`config.mk`:
```
export PLATFORM = sky130hd
export DESIGN_NAME = mips_dmem_responder
export DESIGN_NICKNAME = d
export VERILOG_FILES = /design/src/rtl/mips_dmem_responder.sv
export SDC_FILE = /design/constraint.sdc
export NUM_CORES = 2
export LEC_CHECK = 0
export ABC_AREA = 1
export CORE_MARGIN = 2
export CORE_UTILIZATION = 25
export DETAILED_ROUTE_END_ITERATION = 8
export GPL_TIMING_DRIVEN = 0
export HOLD_SLACK_MARGIN = 0.08
export MAX_ROUTING_LAYER = met4
export PLACE_DENSITY = 0.37
export SLEW_MARGIN = 0
export SYNTH_ARGS = -nofsm -noshare
export SYNTH_HDL_FRONTEND = slang
export SYNTH_SLANG_ARGS = --single-unit
```
`constraint.sdc`:
```
create_clock -name clk -period 10.6 [get_ports clk]
set_input_delay 2.12 -clock clk [delete_from_list [all_inputs] [get_ports clk]]
set_output_delay 2.12 -clock clk [all_outputs]
set_load 0.02 [all_outputs]
```
`src/rtl/mips_dmem_responder.sv`:
```
// mips_dmem_responder: single-cycle MIPS data-port responder decoding RAM, MMIO counters/status and a TX byte FIFO.
module mips_dmem_responder #(
  parameter int DEPTH_WORDS = 64,
  parameter int FIFO_DEPTH = 4
) (
  input  logic        clk,
  input  logic        reset,
  input  logic        memwrite,
  input  logic [31:0] aluout,
  input  logic [31:0] writedata,
  output logic [31:0] readdata,
  output logic        tx_valid,
  output logic [7:0]  tx_data,
  input  logic        tx_ready,
  output logic        err
);
  localparam int AW = $clog2(DEPTH_WORDS);
  localparam int PW = $clog2(FIFO_DEPTH);
  localparam int CW = PW + 1;
  logic [31:0] ram [DEPTH_WORDS];
  logic [7:0] fifo [FIFO_DEPTH];
  logic [31:0] cycle, stores, status;
  logic [PW-1:0] wp, rp;
  logic [CW-1:0] cnt;
  logic [AW-1:0] idx;
  logic [1:0] off;
  logic ovf, ram_sel, mmio_sel, mis, wr_ok, ram_we, bad_wr, push, pop, full, accept, drop, clr;
  always_comb begin
    idx = aluout[AW+1:2];
    off = aluout[3:2];
    ram_sel = aluout < 32'(DEPTH_WORDS * 4);
    mmio_sel = aluout[31:16] == 16'hFFFF && aluout[15:4] == 12'h000;
    mis = memwrite && aluout[1:0] != 2'b00;
    wr_ok = memwrite && !mis && !reset;
    ram_we = wr_ok && ram_sel;
    bad_wr = memwrite && (mis || !(ram_sel || mmio_sel));
    tx_valid = cnt != '0;
    tx_data = fifo[rp];
    full = cnt == CW'(FIFO_DEPTH);
    pop = tx_valid && tx_ready;
    push = wr_ok && mmio_sel && off == 2'd2;
    accept = push && (!full || pop);
    drop = push && !accept;
    clr = wr_ok && mmio_sel && off == 2'd3 && writedata[2];
    status = {25'h0, 4'(cnt), ovf, full, cnt == '0};
    readdata = ram_sel ? ram[idx]
             : mmio_sel ? (off == 2'd0 ? cycle : off == 2'd1 ? stores : off == 2'd2 ? 32'h0 : status)
             : 32'h0;
  end
  // Storage arrays are never reset; only their write enables respect reset.
  always_ff @(posedge clk) begin
    if (ram_we) ram[idx] <= writedata;
    if (accept) fifo[wp] <= writedata[7:0];
  end
  always_ff @(posedge clk) begin
    if (reset) begin
      cycle <= '0;
      stores <= '0;
      wp <= '0;
      rp <= '0;
      cnt <= '0;
      ovf <= 1'b0;
      err <= 1'b0;
    end else begin
      cycle <= cycle + 32'd1;
      stores <= stores + 32'(ram_we);
      err <= bad_wr;
      if (accept) wp <= wp + 1'b1;
      if (pop) rp <= rp + 1'b1;
      cnt <= cnt + CW'(accept) - CW'(pop);
      ovf <= drop | (ovf & ~clr);
    end
  end
endmodule

```
==> flow_summary.toml <==
[floorplanning]
die_h_um = 593.8
initial_core_util_pct = 25.12
coreArea_mm2 = 0.3462
die_width_um = 593.8
dieArea_mm2 = 0.3526
fp-row-count = 216
io_pins = 110

[synthesis]
yosysSeqAreaShare_pct = 73.55
ys_warn_count = 0
synth_cells = 7535
synth_top_area_share_pct = 71.83
syn-cell-area_mm2 = 0.08696
async_reset_ff_share_pct = 0
postSynthNetCount = 7613
yosys-top-cells-area = "edfxtp_1 72%, nand2_1 12%, nand4_1 2.5%"
synthDominantAreaCellType = "edfxtp_1"
synthDistinctLibCells = 44
ys.flop_type = "edfxtp_1"
yosysMostFrequentCell = "nand2_1"
avgSynthCellArea_um2 = 11.54
synth-seq-cells = 2155
synth_common_cells = "2756 x nand2_1, 2080 x edfxtp_1, 521 x nor2_1"
synth-edff-count = 2080

[timing]
min_period_over_period_pct = 91.50
period_minus_slack_ns = 9.699
setup_violations = 0
hold_viol = 0
max_slew_margin_pct = -2.279
worst_pin_slew_ns = 1.534
timing.fmax_mhz = 103.1
maxSlewViolCount = 31
clock_skew_ns = 0.03249
rsz0062_at_grt = "no"

[clock_tree]
post-cts-setup-buffer-count = 0
cts-root-buf = "clkbuf_16"
cts_tree = "built"
clkSinkCount = 2155
clock_path_buffers = 4
cts_hold_buf = 0
post_cts_resized = 0
htree_levels = 4
clk_latency_ns = 0.93
cts.reportedPaths.clkPinSlew_ns = 0.06
numCtsBuffers = 239

[global_route]
groute.usage.overall_pct = 26.12
grt_pass1_wl_mm = 595.6
grt_pass1_vias = 59870
grt_remaining_overflow = 0
grt_antenna_before_repair = 47
grt_max_degree = 65

[critical_path]
required_ns = 8.48
worstSetupPathType = "primary input to output port"
arrival_ns = 7.58
r2r_setup_slack_ns = 7.87
critPathLaunchType = "primary input"
crit_fanout = 10
worstSetupEndpointType = "output port"

[placement]
hpwl_mm = 328.8
placed_area_mm2 = 0.09856
numPortBuffers = 105
dp.cells = 12420
finalWeightedCongestion = 0.8865

[outcome]
violations = "capacitance limit, slew limit"
outcome = "complete, but fails checks"

[detailed_routing]
drt-pass1-iter-count = 6
vias = 64930
drt_iter0_drc = 9566
wire_per_inst_um = 35.72
drcViolationCount = 0
viasPerCell = 5.043
wl_mm = 459.9
drtAntennaViolNets = 0

[power_and_ir_drop]
p_leak_uw = 0.03764
powerDensity_mw_per_mm2 = 177.2
ir_worst_vdd_mv = 0.1455

[min_path]
hp-class = "flop to flop"

[final_layout]
nets = 8161
fin_cells = 12880
fin_area_mm2 = 0.1059
drive_above_1_share_pct = 11.00
syn2layout_area_growth_pct = 21.84

[job]
cap_violations = 3
-- registers in the layout, indices dropped and copies added, names as in the netlist, named ones only --
| name | count |
|---|---|
| cnt | 3 |
| cycle | 32 |
| err | 1 |
| fifo | 32 |
| ovf | 1 |
| ram | 2048 |
| rp | 2 |
| stores | 32 |
| wp | 2 |
-- cells in the final DEF, fill, tap and decap left out, drive strengths merged, types with 18 or more instances in the layout --
cell type      netlist  layout
nand2             2766    2766
edfxtp            2080    2080
nor2               528     528
buf                281     515
nand3              427     427
inv                418     421
clkbuf              91     388
nand4              354     354
a21oi              309     309
clkinv               2     106
dfxtp               75      75
clkdlybuf4s50        0      73
o21ai               72      72
nor3                45      45
diode                0      31
o22ai               30      30
bufinv               0      18
-- stage by stage --
step                      setup slack [ns]  util [%]  hold WS (ns)  setup TNS [ns]  power (uW)
after CTS                            1.160     30.58        0.4640               0       18820
after detailed placement             1.168     28.47        0.4494               0       10730
after global placement              -2.558     27.08        0.4339        -2943.80       10720
after global routing                 1.223     30.59        0.4838               0       19160
after floorplan                      4.951         -        0.4143               0        9956
final                               0.9013     30.60        0.4603               0       18770
-- kinds of logic after synthesis --
kind of cell / count (synthesis) / share of synthesized area [%]
buf+inv: 792 / 3.819
flops: 2155 / 73.55
xor+xnor: 7 / 0.07050
compound gates: 423 / 2.515
fa+ha+maj: 10 / 0.1525
simple gates: 4148 / 19.89
-- routing by layer --
metal | track usage (%) | wire length, um
met1 | 33.94 | 191900
met2 | 40.32 | 208300
met3 | 4.550 | 37510
met4 | 10.67 | 22200
met5 | - | 0
-- cell type report --
type                       count  area, um^2
clock buffer                 297        6294
buffer                       372        1769
inverter                     420        1582
multi-input combinational   4588       20170
fill                       35060      240300
tap                         4578        5728
sequential                  2155       63960
timing repair buffer         307        5353
antenna                       31       77.57
clock inverter               127        1018
-- power breakdown --
group / switching (uW) / internal, uW
combinational: 1010 / 237
clock: 3600 / 4590
sequential: 1.81 / 9330
total: 4610 / 14200
-- worst max-delay path, cell delays in order --
cell and delay, ns:
clkdlybuf4s50_1 0.69, nand2_1 0.64, nor2_2 0.88, buf_16 0.23
clkbuf_1 0.93, nand3_1 0.38, nand2_1 0.17, nor2_1 0.10
nand3_1 0.41, nand2_1 0.24, inv_1 0.11, clkdlybuf4s50_1 0.60
-- worst paths after layout --
path / cells after the start / to / from
setup reg to reg: 12 / cnt[2]$_SDFF_PP0_ / cnt[1]$_SDFF_PP0_
setup / recovery: 12 / readdata[25] / aluout[6]
hold reg to reg: 1 / cycle[0]$_SDFF_PP0_ / cycle[0]$_SDFF_PP0_
hold / removal: 1 / cycle[0]$_SDFF_PP0_ / cycle[0]$_SDFF_PP0_
(Power assumes the default switching activity.)
